File: src/rtl/tiger_mem_arbiter.sv
// Shares the Tiger core's single Avalon-MM master between the icache and dcache miss engines.
// Define TIGER_ARB_FAIRNESS_EN to stop a stream of data misses from starving the icache.
module tiger_mem_arbiter #(
    parameter int ADDR_W     = 32,
    parameter int DATA_W     = 32,
    parameter int BURST_W    = 4,
    parameter int FAIR_LIMIT = 4
) (
    input  logic               clk,
    input  logic               reset_n,
    input  logic               i_read,
    input  logic [ADDR_W-1:0]  i_address,
    input  logic [BURST_W-1:0] i_burstcount,
    output logic               i_waitrequest,
    output logic [DATA_W-1:0]  i_readdata,
    output logic               i_readdatavalid,
    input  logic               d_read,
    input  logic               d_write,
    input  logic [ADDR_W-1:0]  d_address,
    input  logic [BURST_W-1:0] d_burstcount,
    input  logic [DATA_W-1:0]  d_writedata,
    output logic               d_waitrequest,
    output logic [DATA_W-1:0]  d_readdata,
    output logic               d_readdatavalid,
    output logic               m_read,
    output logic               m_write,
    output logic [ADDR_W-1:0]  m_address,
    output logic [BURST_W-1:0] m_burstcount,
    output logic [DATA_W-1:0]  m_writedata,
    input  logic [DATA_W-1:0]  m_readdata,
    input  logic               m_readdatavalid,
    input  logic               m_waitrequest,
    output logic               gnt_i,
    output logic               gnt_d
);

    typedef enum logic [1:0] {IDLE, I_RD, D_RD, D_WR} state_t;

    state_t             stateReg, stateNext;
    logic [BURST_W-1:0] beatCntReg, beatCntNext;
    logic               acceptedReg, acceptedNext;
    logic               dReq;
    logic               pickI;
    logic               ownerRead;
    logic [BURST_W-1:0] ownerBurst;

    // A zero burstcount still moves one beat.
    function automatic logic [BURST_W-1:0] normBurst(input logic [BURST_W-1:0] bc);
        return (bc == '0) ? BURST_W'(1) : bc;
    endfunction

    assign dReq = d_read | d_write;

`ifdef TIGER_ARB_FAIRNESS_EN
    localparam int FAIR_W = ($clog2(FAIR_LIMIT + 1) > 0) ? $clog2(FAIR_LIMIT + 1) : 1;
    logic [FAIR_W-1:0] fairCntReg;
    logic              fairBump;
    logic              fairClear;

    assign pickI     = i_read && (!dReq || fairCntReg == FAIR_W'(FAIR_LIMIT));
    assign fairBump  = (stateReg == IDLE) && !pickI && dReq && i_read;
    assign fairClear = (stateReg == IDLE) && (pickI || !i_read);

    always_ff @(posedge clk or negedge reset_n) begin
        if (!reset_n) begin
            fairCntReg <= '0;
        end else if (fairClear) begin
            fairCntReg <= '0;
        end else if (fairBump) begin
            fairCntReg <= fairCntReg + FAIR_W'(1);
        end
    end
`else
    assign pickI = i_read && !dReq;
`endif

    assign ownerRead  = (stateReg == I_RD) ? i_read : d_read;
    assign ownerBurst = (stateReg == I_RD) ? i_burstcount : d_burstcount;

    always_ff @(posedge clk or negedge reset_n) begin
        if (!reset_n) begin
            stateReg    <= IDLE;
            beatCntReg  <= '0;
            acceptedReg <= 1'b0;
        end else begin
            stateReg    <= stateNext;
            beatCntReg  <= beatCntNext;
            acceptedReg <= acceptedNext;
        end
    end

    always_comb begin
        stateNext    = stateReg;
        beatCntNext  = beatCntReg;
        acceptedNext = acceptedReg;
        case (stateReg)
            IDLE: begin
                acceptedNext = 1'b0;
                if (pickI) begin
                    stateNext = I_RD;
                end else if (d_write) begin
                    stateNext   = D_WR;
                    beatCntNext = normBurst(d_burstcount);
                end else if (d_read) begin
                    stateNext = D_RD;
                end
            end
            I_RD, D_RD: begin
                if (!acceptedReg) begin
                    if (ownerRead && !m_waitrequest) begin
                        acceptedNext = 1'b1;
                        beatCntNext  = normBurst(ownerBurst);
                    end
                end else if (m_readdatavalid) begin
                    beatCntNext = beatCntReg - BURST_W'(1);
                    if (beatCntReg == BURST_W'(1)) begin
                        stateNext = IDLE;
                    end
                end
            end
            D_WR: begin
                if (d_write && !m_waitrequest) begin
                    beatCntNext = beatCntReg - BURST_W'(1);
                    if (beatCntReg == BURST_W'(1)) begin
                        stateNext = IDLE;
                    end
                end
            end
            default: stateNext = IDLE;
        endcase
    end

    // Once a read command is accepted the owner is held off, so a held request
    // is not mistaken for a second accepted command.
    always_comb begin
        m_read          = 1'b0;
        m_write         = 1'b0;
        m_address       = '0;
        m_burstcount    = '0;
        m_writedata     = '0;
        i_waitrequest   = 1'b1;
        d_waitrequest   = 1'b1;
        i_readdata      = '0;
        d_readdata      = '0;
        i_readdatavalid = 1'b0;
        d_readdatavalid = 1'b0;
        gnt_i           = 1'b0;
        gnt_d           = 1'b0;
        case (stateReg)
            I_RD: begin
                gnt_i           = 1'b1;
                m_read          = i_read && !acceptedReg;
                m_address       = i_address;
                m_burstcount    = i_burstcount;
                i_waitrequest   = acceptedReg | m_waitrequest;
                i_readdata      = m_readdata;
                i_readdatavalid = acceptedReg & m_readdatavalid;
            end
            D_RD: begin
                gnt_d           = 1'b1;
                m_read          = d_read && !acceptedReg;
                m_address       = d_address;
                m_burstcount    = d_burstcount;
                d_waitrequest   = acceptedReg | m_waitrequest;
                d_readdata      = m_readdata;
                d_readdatavalid = acceptedReg & m_readdatavalid;
            end
            D_WR: begin
                gnt_d         = 1'b1;
                m_write       = d_write;
                m_address     = d_address;
                m_burstcount  = d_burstcount;
                m_writedata   = d_writedata;
                d_waitrequest = m_waitrequest;
            end
            default: ;
        endcase
    end

endmodule

File: config.mk
export PLATFORM = sky130hd
export DESIGN_NAME = tiger_mem_arbiter
export DESIGN_NICKNAME = d
export VERILOG_FILES = /design/src/rtl/tiger_mem_arbiter.sv
export SDC_FILE = /design/constraint.sdc
export NUM_CORES = 1
export LEC_CHECK = 0
export BUFFER_PORTS_ARGS = -buffer_cell sky130_fd_sc_hd__buf_2
export CELL_PAD_IN_SITES_DETAIL_PLACEMENT = 0
export CELL_PAD_IN_SITES_GLOBAL_PLACEMENT = 1
export CORE_AREA = 2 2 109 111
export DETAILED_ROUTE_END_ITERATION = 8
export DIE_AREA = 0 0 111 113
export PLACE_DENSITY_LB_ADDON = 0.1
export SLEW_MARGIN = 10
export SYNTH_ARGS = -nofsm -noshare
export SYNTH_HDL_FRONTEND = slang
export SYNTH_SLANG_ARGS = --single-unit
File: constraint.sdc
create_clock -name clk -period 2.4 [get_ports clk]
set_clock_uncertainty 0.1 [all_clocks]
set_input_delay 0.12 -clock clk [delete_from_list [all_inputs] [get_ports clk]]
set_output_delay 0.12 -clock clk [all_outputs]
set_load 0.01 [all_outputs]
# Word level (Yosys, flattened, before mapping)
# Cells that the tools add are included.
[classes]
n_addsub = 1
n_eq_ne = 12
mux = 35
bitwise = 3
reduce_logical = 16
[ops]
columns = ["operator", "count"]
rows = [
  ["2-to-1 mux 32 bit", 3],
  ["case mux 32 bit (2 select lines)", 1],
  ["2-to-1 mux 4 bit", 9],
  ["2-to-1 mux 2 bit", 7],
  ["case mux 4 bit (3 select lines)", 1],
  ["!= test 2 bit (second input constant)", 5],
  ["2-to-1 mux 1 bit", 9],
  ["zero test 4 bit", 2],
  ["case mux 4 bit (2 select lines)", 1],
  ["!= test 3 bit (second input constant)", 2],
  ["case mux 1 bit (2 select lines)", 3],
  ["case mux 2 bit (3 select lines)", 1],
  ["logical AND 1 bit", 5],
  ["AND reduction 5 bit", 1],
  ["equality test 2 bit (second input constant)", 2],
  ["equality test 4 x 1 -> 1 bit (second input constant)", 1],
  ["!= test 4 bit (second input constant)", 1],
  ["AND reduction 4 bit", 1],
  ["OR reduction 2 bit", 2],
  ["subtractor 4 x 1 -> 4 bit (second input constant)", 1],
  ["zero test 1 bit", 3],
  ["equality test 2 x 1 -> 1 bit (second input constant)", 1],
  ["zero test 2 bit", 1],
  ["OR 1 bit", 2],
  ["2 further kinds", 2],
]
[totals]
register_bits = 7
in_bits = 143
output_inout_bits = 140

# Logic depth before layout (Yosys ltp)
[depth]
ltp_word = 7
depth_mapped = 9
depth_no_buf = 6

# Least setup slack after synthesis
# Ideal clock, no wire load.
[synth_timing]
kind = "register to register"
from = "register stateReg[1]"
to = "register beatCntReg[0]"
setup_ps = 125
arrival_ps = 2024
required_time_ps = 2175
path_slack_ps = 151
stages_incl_launch_ff = 10
path_buffers = 3
synth_period_minus_slack_ps = 2249
path_cell_list = "dfrtp_1 -> clkbuf_1 -> inv_1 -> ha_1 -> buf_6 -> buf_6 -> nor4b_4 -> o41ai_2 -> a21oi_1 -> mux2_2"
[synth_via]
elab_chain_len = 7
elab_cells_between_ends = 19
cone_classes = "8 x eq/ne; 6 x mux; 5 x reduce/logical"
[synth_rtl]
columns = ["item", "line", "text"]
rows = [
  ["from (decl)", "39", "state_t stateReg, stateNext;"],
  ["from (signal assigned)", "86", "stateReg <= stateNext;"],
  ["equality test 2 x 1 -> 1 bit", "77, 78, 96", ""],
  ["2-to-1 mux 4 bit", "78", "assign ownerBurst = (stateReg == I_RD) ? i_burstcount : d_burstcount;"],
  ["zero test 4 bit", "49", "return (bc == '0) ? BURST_W'(1) : bc;"],
  ["2-to-1 mux 4 bit", "49", ""],
  ["2-to-1 mux 4 bit", "110", "if (ownerRead && !m_waitrequest) begin"],
  ["2-to-1 mux 4 bit", "109", "if (!acceptedReg) begin"],
  ["case mux 4 bit (3 select lines)", "96", "case (stateReg)"],
  ["to (signal assigned)", "87", "beatCntReg <= beatCntNext;"],
  ["to (decl)", "40", "logic [BURST_W-1:0] beatCntReg, beatCntNext;"],
]
# Parallel ways exist; a longest one is shown, timed or not. The select of a mux whose other input is x is not followed.
# A chain may end at the register's enable or synchronous reset.

# Worst setup path in the final report
[layout_timing]
from = "register stateReg[1]"
to = "output m_address[26]"
[layout_via]
elab_chain_len = 3
elab_cells_between_ends = 5
cone_classes = "3 x eq/ne; 1 x mux; 1 x reduce/logical"
[layout_rtl]
columns = ["item", "line", "text"]
rows = [
  ["equality test 2 bit", "149", "case (stateReg)"],
  ["OR reduction 2 bit (no source line)", "--", ""],
  ["case mux 32 bit (2 select lines) (*)", "149", ""],
  ["to (decl)", "27", "output logic [ADDR_W-1:0] m_address,"],
]
# Every way passes the cells marked *; elsewhere a longest branch is shown, timed or not.

==> reports/results.ini <==
[detailed_routing]
route.detailed.drc=0
postRouteAntennaNets=0
drt_iter0_drc=123
detail_route.first_pass.iterations=4
wl_per_cell_um=14.6
num_vias=2950
totalWireLength_mm=10.1
via_per_inst=4.28

[global_routing]
grtUsageMet1_pct=17.4
grt_overflow=0
antenna_found_initial=2
grt_pass1_wl_mm=14.9
grt_use_met3_pct=3.48
gr-usage-met2_pct=27.4
grt_pass1_vias=2692
grt_max_degree=37
busiest_layer=met2
grt_usage_pct=14.6

[yosys]
yosys_register_bits=7
syn_avg_cell_area_sq_um=6.78
synthCells=277
synthesis.area_sq_um=1880
yosysTopAreaCellShare_pct=32.3
yosysTopAreaCell=and2_1
ys_seq_area_share_pct=9.32
syn_nets=427
ys_types=38
yosysWarnings=0
ys_top_cells_by_area=and2_1 32%, a22oi_1 14%, dfrtp_1 9.3%

[critical_path]
ff2ff_path_depth=6
critical_path.top_delay_family=simple AND/OR/NAND/NOR gates
critical-path-max-stage-delay_ns=0.42
timing.rr.start=stateReg[1]$_DFFE_PN0P_
setup.worst_path.class=flip-flop to output port
reg2reg_to=beatCntReg[3]$_DFFE_PN0P_
crit_chain=buf_4 > ha_1 > or2_4 > a22oi_1 > nor2_1 > buf_2
path_buf_inv=2
crit_fanout=22
worstPathRequired_ns=2.18
worstSetupEndpointType=output port
slowest_stage=ha_1
rrSetupSlack_ns=0.36
crit_cells=6
worstPathArrival_ns=1.95
start_kind=flip-flop

[sta]
setup_viol=0
finalMaxSlewViolations=0
fmax_mhz=461
worstMarginPinSlew_ns=0.493
rsz0062_at_grt=false
tns_ns=0
finalHoldViolations=0
hold_slack_ns=0.131
period_share_pct=90.4
period_needed_ns=2.17
relSlewSlack_pct=67.1

[power_and_ir_drop]
internal-power_w=0.00180
swShare_pct=52.9
vdd_drop_max_mv=0.570
p_switching_w=0.00202
comb_power_share_pct=85.3
clockPowerShare_pct=7.6
total_power_w=0.00382
leakage_nw=2.11
power_density_nw_per_um2=1090
seqPwrFrac_pct=7.0

[job]
cap_violations=0

[clock_tree]
post-cts-setup-buffers=0
cts_tree=built
clkLatencyLatePin_ns=0.23
numCtsBuffers=3
clock_path_buffers=2
cts.clk_slew.worst_paths_ns=0.04
clkSinkCount=7
root_buffer=clkbuf_16
cts-htree-levels=1

[hold_path]
hp-class=input pin to flip-flop
worstHoldStart=d_read
holdPathEnd=stateReg[1]$_DFFE_PN0P_
hold_depth=3

[place]
portBuffers=282
dp.final_hpwl_mm=8.35
gp_congestion=0.791

[finish]
finish.utilization_pct=31.1
layout.nets=696
drive_gt1_share_pct=55.0
area_growth_syn_to_layout_pct=86.5
fillers=1267

[status]
status=completed

[floorplan]
rows=39
io_pins=283
die-area_sq_um=12500
initial_core_util_pct=16.7
coreArea_sq_um=11300
die_w_um=111
die_y_um=113

## worst min-delay path: stages
cell and delay (ns):
buf_2 0.12, nor3b_1 0.07, o2bb2ai_1 0.11
## per-layer routing
metal / wire, um / share of wire (%) / up-vias
li1: - / - / 1493
met1: 4090 / 41 / 1308
met2: 5190 / 51 / 143
met3: 745 / 7.4 / 6
met4: 65 / 0.64 / 0
met5: 0 / 0 / -
## power by group through the flow
stage | combinational, W | clock (W) | sequential, W
6_report | 0.00326 | 0.000292 | 0.000269
3_3_place_gp | 0.00332 | 0 | 0.000266
5_1_grt | 0.00359 | 0.000303 | 0.000280
4_1_cts | 0.00331 | 0.000297 | 0.000267
2_1_floorplan | 0.00209 | 0 | 0.000238
3_5_place_dp | 0.00330 | 0 | 0.000268
## cell families (layout without fill, tap and decap cells)
family	count (synthesis)	in the layout	synth area share, %
buf+inv	34	302	7.79
flops	7	7	9.32
mux	10	10	5.73
fa+ha+maj	7	7	4.66
simple gates	158	158	47.9
compound gates	61	61	24.6
other cells	0	2	0
## Yosys cell counts, drive strengths merged
cell / count
and2: 97
nor2: 38
a22oi: 36
clkbuf: 19
inv: 8
buf: 7
dfrtp: 7
ha: 7
a21oi: 6
mux2: 6
nand2: 6
mux2i: 4
nand2b: 4
o21ai: 4
nor3: 3
o2bb2ai: 3
and3: 2
nor3b: 2
nor4: 2
nor4b: 2
o32ai: 2
a21boi: 1
a221oi: 1
a2bb2oi: 1
a31oi: 1
nand3: 1
o2111ai: 1
o211ai: 1
o22a: 1
o311ai: 1
o31a: 1
o41ai: 1
or2: 1
## sequential cells by signal (all words and copies together) (netlist names)
signal	cells
beatCntReg	4
stateReg	2
acceptedReg	1
## cells in the final DEF (no fill, tap or decap), drive strengths merged, types with 3 or more instances in the layout
| master | instances |
|---|---|
| ha | 7 |
| o21ai | 4 |
| inv | 8 |
| o2bb2ai | 3 |
| nand2b | 4 |
| nor2 | 38 |
| nand2 | 6 |
| and2 | 97 |
| a22oi | 36 |
| dfrtp | 7 |
| nor3 | 3 |
| buf | 289 |
| mux2i | 4 |
| mux2 | 6 |
| clkbuf | 4 |
| a21oi | 6 |
## worst max path at each step
stage               slack, ns                     from                   endpoint
floorplan                0.15  stateReg[1]$_DFFE_PN0P_  beatCntReg[0]$_DFFE_PN0P_
global placement         0.36  stateReg[1]$_DFFE_PN0P_              m_address[20]
detailed placement       0.32  stateReg[1]$_DFFE_PN0P_            m_burstcount[3]
CTS                      0.08  stateReg[1]$_DFFE_PN0P_            m_burstcount[3]
global route             0.04  stateReg[1]$_DFFE_PN0P_            m_burstcount[3]
finish                   0.23  stateReg[1]$_DFFE_PN0P_              m_address[26]
## final cells by class
class / count / area (sq um) / area share [%]
inverter: 8 / 30.0 / 0.857
clock buffer: 4 / 78.8 / 2.25
multi-input combinational: 236 / 1560 / 44.6
tap: 143 / 179 / 5.11
timing repair buffer: 290 / 1470 / 42.1
sequential: 7 / 175 / 5.00
antenna: 2 / 5.00 / 0.143
## metrics by stage
| stage | setup slack (ns) | area, sq um | std cells |
|---|---|---|---|
| 5_1_grt | 0.0422 | 3500 | 688 |
| 6_report | 0.230 | 3500 | 690 |
| 3_3_place_gp | 0.357 | 3410 | 683 |
| 4_1_cts | 0.0805 | 3500 | 688 |
| 3_5_place_dp | 0.324 | 3410 | 683 |
| 2_1_floorplan | 0.151 | 1880 | 277 |
## timing repair
action / in CTS / in global routing
hold buffers: 1 / 0
hold endpoints to repair: 7 / 0
resized for setup: 0 / 1
setup endpoints to repair: 0 / 17
Power figures use the tool's default switching activity.
